## src/rtl/regfile_param_if.sv

```systemverilog
// Bus bundle for regfile_param: read ports, write port and scoreboard reserve.
// The master side is the pipeline (decode/writeback); the slave side is the register file.
interface regfile_param_if #(
  parameter int WIDTH = 32,
  parameter int DEPTH = 32,
  parameter int NREAD = 2
);
  localparam int AW = (DEPTH > 1) ? $clog2(DEPTH) : 1;

  logic [NREAD*AW-1:0]    ReadRegister;
  logic [NREAD*WIDTH-1:0] ReadData;
  logic [NREAD-1:0]       ReadBusy;
  logic [AW-1:0]          WriteRegister;
  logic [WIDTH-1:0]       WriteData;
  logic [WIDTH/8-1:0]     ByteEnable;
  logic                   RegWrite;
  logic                   ReserveEn;
  logic [AW-1:0]          ReserveRegister;

  modport master (
    output ReadRegister, WriteRegister, WriteData, ByteEnable, RegWrite,
           ReserveEn, ReserveRegister,
    input  ReadData, ReadBusy
  );

  modport slave (
    input  ReadRegister, WriteRegister, WriteData, ByteEnable, RegWrite,
           ReserveEn, ReserveRegister,
    output ReadData, ReadBusy
  );
endinterface

```

## src/rtl/regfile_param.sv

```systemverilog
// Parametrised MIPS register file with byte-enabled writes, optional write-to-read
// bypass and a per-register busy scoreboard for RAW hazard detection.
module regfile_param #(
  parameter int          WIDTH    = 32,
  parameter int          DEPTH    = 32,
  parameter int          NREAD    = 2,
  parameter int          ZERO_REG = 1,
  parameter int          SP_INDEX = 29,
  parameter logic [31:0] SP_INIT  = 32'h00003ffc,
  parameter int          BYPASS   = 1
) (
  input logic            Clk,
  input logic            Reset_n,
  regfile_param_if.slave bus
);
  localparam int AW = (DEPTH > 1) ? $clog2(DEPTH) : 1;
  localparam int NB = WIDTH / 8;
  localparam logic [WIDTH-1:0] SP_INIT_W = WIDTH'(SP_INIT);

  logic [WIDTH-1:0] mem_r [DEPTH];
  logic [DEPTH-1:0] busy_r;

  logic             wr_en_s;
  logic             rsv_en_s;
  logic [WIDTH-1:0] merged_s;
  logic [NREAD*WIDTH-1:0] read_data_s;
  logic [NREAD-1:0]       read_busy_s;

  function automatic logic [WIDTH-1:0] merge_bytes(
    input logic [WIDTH-1:0] old_word,
    input logic [WIDTH-1:0] new_word,
    input logic [NB-1:0]    be
  );
    logic [WIDTH-1:0] m;
    m = old_word;
    for (int b = 0; b < NB; b++) begin
      if (be[b]) begin
        m[8*b +: 8] = new_word[8*b +: 8];
      end else begin
        m[8*b +: 8] = old_word[8*b +: 8];
      end
    end
    return m;
  endfunction

  // Write/reserve qualification; the hard-wired zero register absorbs both.
  always_comb begin
    wr_en_s  = bus.RegWrite;
    rsv_en_s = bus.ReserveEn;
    if (ZERO_REG != 0) begin
      if (bus.WriteRegister == {AW{1'b0}}) begin
        wr_en_s = 1'b0;
      end else begin
        wr_en_s = bus.RegWrite;
      end
      if (bus.ReserveRegister == {AW{1'b0}}) begin
        rsv_en_s = 1'b0;
      end else begin
        rsv_en_s = bus.ReserveEn;
      end
    end else begin
      wr_en_s  = bus.RegWrite;
      rsv_en_s = bus.ReserveEn;
    end
    merged_s = merge_bytes(mem_r[bus.WriteRegister], bus.WriteData, bus.ByteEnable);
  end

  // Storage and scoreboard; the reserve is applied last so it wins over a clear.
  always_ff @(posedge Clk or negedge Reset_n) begin
    if (!Reset_n) begin
      for (int i = 0; i < DEPTH; i++) begin
        mem_r[i] <= (i == SP_INDEX) ? SP_INIT_W : {WIDTH{1'b0}};
      end
      busy_r <= {DEPTH{1'b0}};
    end else begin
      if (wr_en_s) begin
        mem_r[bus.WriteRegister]  <= merged_s;
        busy_r[bus.WriteRegister] <= 1'b0;
      end
      if (rsv_en_s) begin
        busy_r[bus.ReserveRegister] <= 1'b1;
      end
    end
  end

  // Combinational read ports with optional same-cycle bypass of the merged write.
  always_comb begin
    logic [AW-1:0] ra;
    read_data_s = {(NREAD*WIDTH){1'b0}};
    read_busy_s = {NREAD{1'b0}};
    for (int k = 0; k < NREAD; k++) begin
      ra = bus.ReadRegister[k*AW +: AW];
      if ((ZERO_REG != 0) && (ra == {AW{1'b0}})) begin
        read_data_s[k*WIDTH +: WIDTH] = {WIDTH{1'b0}};
        read_busy_s[k]                = 1'b0;
      end else if ((BYPASS != 0) && wr_en_s && (ra == bus.WriteRegister)) begin
        read_data_s[k*WIDTH +: WIDTH] = merged_s;
        read_busy_s[k]                = rsv_en_s && (bus.ReserveRegister == ra);
      end else begin
        read_data_s[k*WIDTH +: WIDTH] = mem_r[ra];
        read_busy_s[k]                = busy_r[ra];
      end
    end
  end

  assign bus.ReadData = read_data_s;
  assign bus.ReadBusy = read_busy_s;
endmodule

```

## src/flat_wrapper.sv

```systemverilog
// flat-port wrapper written by rule: the top's interface ports become plain ports
module regfile_param_flat 
#(
  parameter int          WIDTH    = 32,
  parameter int          DEPTH    = 32,
  parameter int          NREAD    = 2,
  parameter int          ZERO_REG = 1,
  parameter int          SP_INDEX = 29,
  parameter logic [31:0] SP_INIT  = 32'h00003ffc,
  parameter int          BYPASS   = 1
)
  (Clk, Reset_n, bus_ReadRegister, bus_WriteRegister, bus_WriteData, bus_ByteEnable, bus_RegWrite, bus_ReserveEn, bus_ReserveRegister, bus_ReadData, bus_ReadBusy);
  regfile_param_if #(.WIDTH(WIDTH), .DEPTH(DEPTH), .NREAD(NREAD)) bus_i ();
  input logic Clk;
  input logic Reset_n;
  input wire logic [$bits(bus_i.ReadRegister)-1:0] bus_ReadRegister;
  input wire logic [$bits(bus_i.WriteRegister)-1:0] bus_WriteRegister;
  input wire logic [$bits(bus_i.WriteData)-1:0] bus_WriteData;
  input wire logic [$bits(bus_i.ByteEnable)-1:0] bus_ByteEnable;
  input wire logic [$bits(bus_i.RegWrite)-1:0] bus_RegWrite;
  input wire logic [$bits(bus_i.ReserveEn)-1:0] bus_ReserveEn;
  input wire logic [$bits(bus_i.ReserveRegister)-1:0] bus_ReserveRegister;
  output wire logic [$bits(bus_i.ReadData)-1:0] bus_ReadData;
  output wire logic [$bits(bus_i.ReadBusy)-1:0] bus_ReadBusy;
  assign bus_i.ReadRegister = bus_ReadRegister;
  assign bus_i.WriteRegister = bus_WriteRegister;
  assign bus_i.WriteData = bus_WriteData;
  assign bus_i.ByteEnable = bus_ByteEnable;
  assign bus_i.RegWrite = bus_RegWrite;
  assign bus_i.ReserveEn = bus_ReserveEn;
  assign bus_i.ReserveRegister = bus_ReserveRegister;
  assign bus_ReadData = bus_i.ReadData;
  assign bus_ReadBusy = bus_i.ReadBusy;
  regfile_param #(.WIDTH(WIDTH), .DEPTH(DEPTH), .NREAD(NREAD), .ZERO_REG(ZERO_REG), .SP_INDEX(SP_INDEX), .SP_INIT(SP_INIT), .BYPASS(BYPASS)) u_core (.Clk(Clk), .Reset_n(Reset_n), .bus(bus_i));
endmodule
```

## config.mk

```make
export PLATFORM = sky130hd
export DESIGN_NAME = regfile_param_flat
export DESIGN_NICKNAME = d
export VERILOG_FILES = /design/src/rtl/regfile_param_if.sv /design/src/rtl/regfile_param.sv /design/src/flat_wrapper.sv
export SDC_FILE = /design/constraint.sdc
export NUM_CORES = 2
export LEC_CHECK = 0
export CAP_MARGIN = 40
export CORE_MARGIN = 4
export CORE_UTILIZATION = 55
export DETAILED_ROUTE_END_ITERATION = 12
export PLACE_DENSITY_LB_ADDON = 0.25
export SLEW_MARGIN = 10
export SYNTH_ARGS = -nofsm -noshare
export SYNTH_HDL_FRONTEND = slang
export SYNTH_SLANG_ARGS = --single-unit
```

## constraint.sdc

```tcl
create_clock -name Clk -period 7.9 [get_ports Clk]
set_input_delay 1.185 -clock Clk [delete_from_list [all_inputs] [get_ports Clk]]
set_output_delay 1.185 -clock Clk [all_outputs]
set_load 0.01 [all_outputs]
```

==> flow_summary.toml <==
[route]
drt_iter0_drc = 9506
vias_per_cell = 7.64
wl_per_cell_um = 36.5
drt_pre_antenna_iters = 11
drcViolationCount = 0
vias = 53500
finalWirelength_mm = 256
ant_nets = 0

[yosys]
synth-compound-area-share_pct = 13.2
synth_xor_area_share_pct = 0.278
ys_ff_latch = 1056
synth_fa_ha_area_share_pct = 0
ys_warn_count = 0
synth_cells = 5578
syn_nets = 5638
yosys.area_share.simple_pct = 8.75
async_flop_share_pct = 100
synth.distinct_cells = 73
synth_top_family_by_area = "multiplexers"
synth_flop_cell = "dfrtp_1"
synthMuxAreaShare_pct = 31.5
synth-seq-area-share_pct = 41.9
synth_edf_count = 0
netlist_area_um2 = 63100
syn_area_per_cell_um2 = 11.3

[floorplan]
dieArea_um2 = 120000
placement_rows = 124
core_area_um2 = 114000
fp.dieW_um = 347
pin_count = 126
start_util_pct = 55.3
die_h_um = 347

[clock_network]
clk_latency_ns = 0.75
cts-root-buf = "clkbuf_16"
numClockSinks = 1056
cts-resized-gates = 0
post-cts-setup-buffer-count = 0
path_clk_slew_ns = 0.06
cts_tree = "yes"
cts_buffers = 114
cts_hold_buffers = 0
htreeDepth = 3
clock_path_buffers = 3

[global_routing]
grt_pass1_wl_mm = 370
grtUsageTotal_pct = 42.1
grt_pass1_vias = 52100
met3_usage_pct = 22.1
met1_usage_pct = 53.2
grt_max_degree = 169
grt.busiest_layer = "met2"
grt_remaining_overflow = 0
grtUsageMet2_pct = 57.3
antenna_found_initial = 23

[placement]
gp_congestion = 1.00
portBuffers = 125
dpl.cell_count = 6777
dpl.hpwl_mm = 160

[critical_path]
crit_slowest_cell = "nand4b_1"
worstPathArrival_ns = 5.43
max_stage_delay_ns = 0.76
required_ns = 6.71
critPathTopFamily = "buffers and inverters"
crit_buf_inv = 4
regToRegStartpoint = "u_core.mem_r[830]"
cp_max_fo = 44
endpoint_kind = "primary output"
worstSetupStartpoint = "bus_WriteRegister[4]"
cp_common_cell = "buf_4"
path_cells = "buf_4 -> nand4b_1 -> buf_4 -> o22ai_1 -> nor4_1 -> nand4_1 -> o21ai_2 -> buf_4 -> o221ai_1 -> clkdlybuf4s50_1"
crit_type = "input pin to primary output"
setup.worst_path.start_class = "input pin"

[timing]
max_slew_margin_pct = 24.6
rsz0062_at_grt = "false"
setup_violations = 0
slew_viol_final = 0
fin_crit_ns = 6.62
setup_tns_ns = 0
post-route-period-util_pct = 83.8
fmax_mhz = 151
worstMarginPinSlew_ns = 1.12
fin_skew_ns = 0.0386
hold_viol_final = 0

[power_and_ir_drop]
power.density_nw_per_um2 = 251
power_leakage_nw = 29.6
vdd_drop_max_mv = 0.211
power.total_mw = 17.6

[final_layout]
utilization_pct = 61.4
final.fill_count = 9007
area_delta_synth_final_pct = 11.1
nNetsFinal = 5451
final_cell_mix = "dfrtp_1 (1,044), nand2_1 (1,038), o21ai_0 (922)"
final_cells = 7008
mostFrequentLayoutCell = "dfrtp_1"
drive_gt1_share_pct = 23.9

[worst_hold_path]
worstHoldStart = "u_core.busy_r[0]"
hold_path.class = "register to register"

[job]
maxCapViolCount = 0

[run_status]
status = "finished clean"
## through the flow
| step | setup slack, ns | hold WS, ns | area, um2 |
|---|---|---|---|
| 3_5_place_dp | 1.50 | 0.393 | 66000 |
| 3_3_place_gp | 1.50 | 0.384 | 65300 |
| 5_1_grt | 1.18 | 0.430 | 70100 |
| 6_report | 1.28 | 0.412 | 70100 |
| 2_1_floorplan | 3.27 | 0.441 | 63100 |
| 4_1_cts | 1.50 | 0.408 | 69900 |
## kinds of logic (layout without fill, tap and decap cells)
logic type,Yosys count,in the layout
xor gates and xnor gates,20,20
other,0,11
and+or+nand+nor,1342,1342
muxes,1085,1085
AOI/OAI and AO/OA,1443,1443
buffers and inverters,632,539
DFF,1056,1056
## worst register-to-register path: cells and delay by family (launching register included)
kind                   cells  cell delay [ns]
buffers and inverters      1             0.37
AOI/OAI and AO/OA          4             1.29
DFF                        1             0.42
muxes                      1             0.49
## per-layer routing
layer  vias to the layer above  wire, um
met3                      1384     44800
met1                     26500     85600
met5                         -       428
li1                      20700         -
met2                      4946    104000
met4                        22     21600
## worst paths after layout
check | to | slack [ns] | cells past startpoint
setup reg to reg | u_core.mem_r[286] | 5.21 | 6
max in group asynchronous | u_core.mem_r[70] | 5.55 | 3
setup / recovery | bus_ReadData[56] | 1.28 | 10
hold reg to reg | u_core.busy_r[0] | 0.41 | 0
min in group asynchronous | u_core.busy_r[12] | 0.46 | 1
hold / removal | u_core.busy_r[0] | 0.41 | 0
## layout make-up
cell class | count | area [um2] | share of cell area (%)
antenna | 11 | 27.5 | 0.0393
clock inverter | 38 | 536 | 0.764
timing repair buffer | 320 | 3440 | 4.90
sequential | 1056 | 26400 | 37.7
clock buffer | 172 | 3380 | 4.83
tap | 1512 | 1890 | 2.70
multi-input combinational | 3890 | 34300 | 49.0
inverter | 9 | 35.0 | 0.0500
## power by group
group | internal [mW] | switching (mW)
combinational | 2.15 | 2.22
sequential | 6.43 | 1.10
clock | 3.36 | 2.34
## registers in the layout, summed over array words and instances, names as in the netlist
| name | cells |
|---|---|
| u_core.mem_r | 1024 |
| u_core.busy_r | 32 |
## cell usage after synthesis, types with 11 or more instances
cell         n  area [um2]
nand2_1   1068        4010
dfrtp_1   1044       26100
o21ai_0    925        4630
mux4_2     708       15900
clkbuf_1   427        1600
mux2i_1    271        2710
a22oi_1    137        1030
o22ai_1    126         788
buf_2      109         546
mux2_2     106        1190
nor2_1      77         289
a211oi_1    53         398
a21oi_1     50         250
nand3_1     45         225
o21ai_1     41         205
buf_4       34         255
buf_1       31         116
nor2b_1     24         150
nor3_1      24         120
buf_6       21         236
a221oi_1    17         149
nand2b_1    17         106
a22o_1      16         140
nor4_1      16         100
dfstp_2     12         315
nand4_1     12        75.1
xnor2_1     12         105
a221o_1     11         110
and2_1      11        68.8
Power figures use the tool's default switching activity.
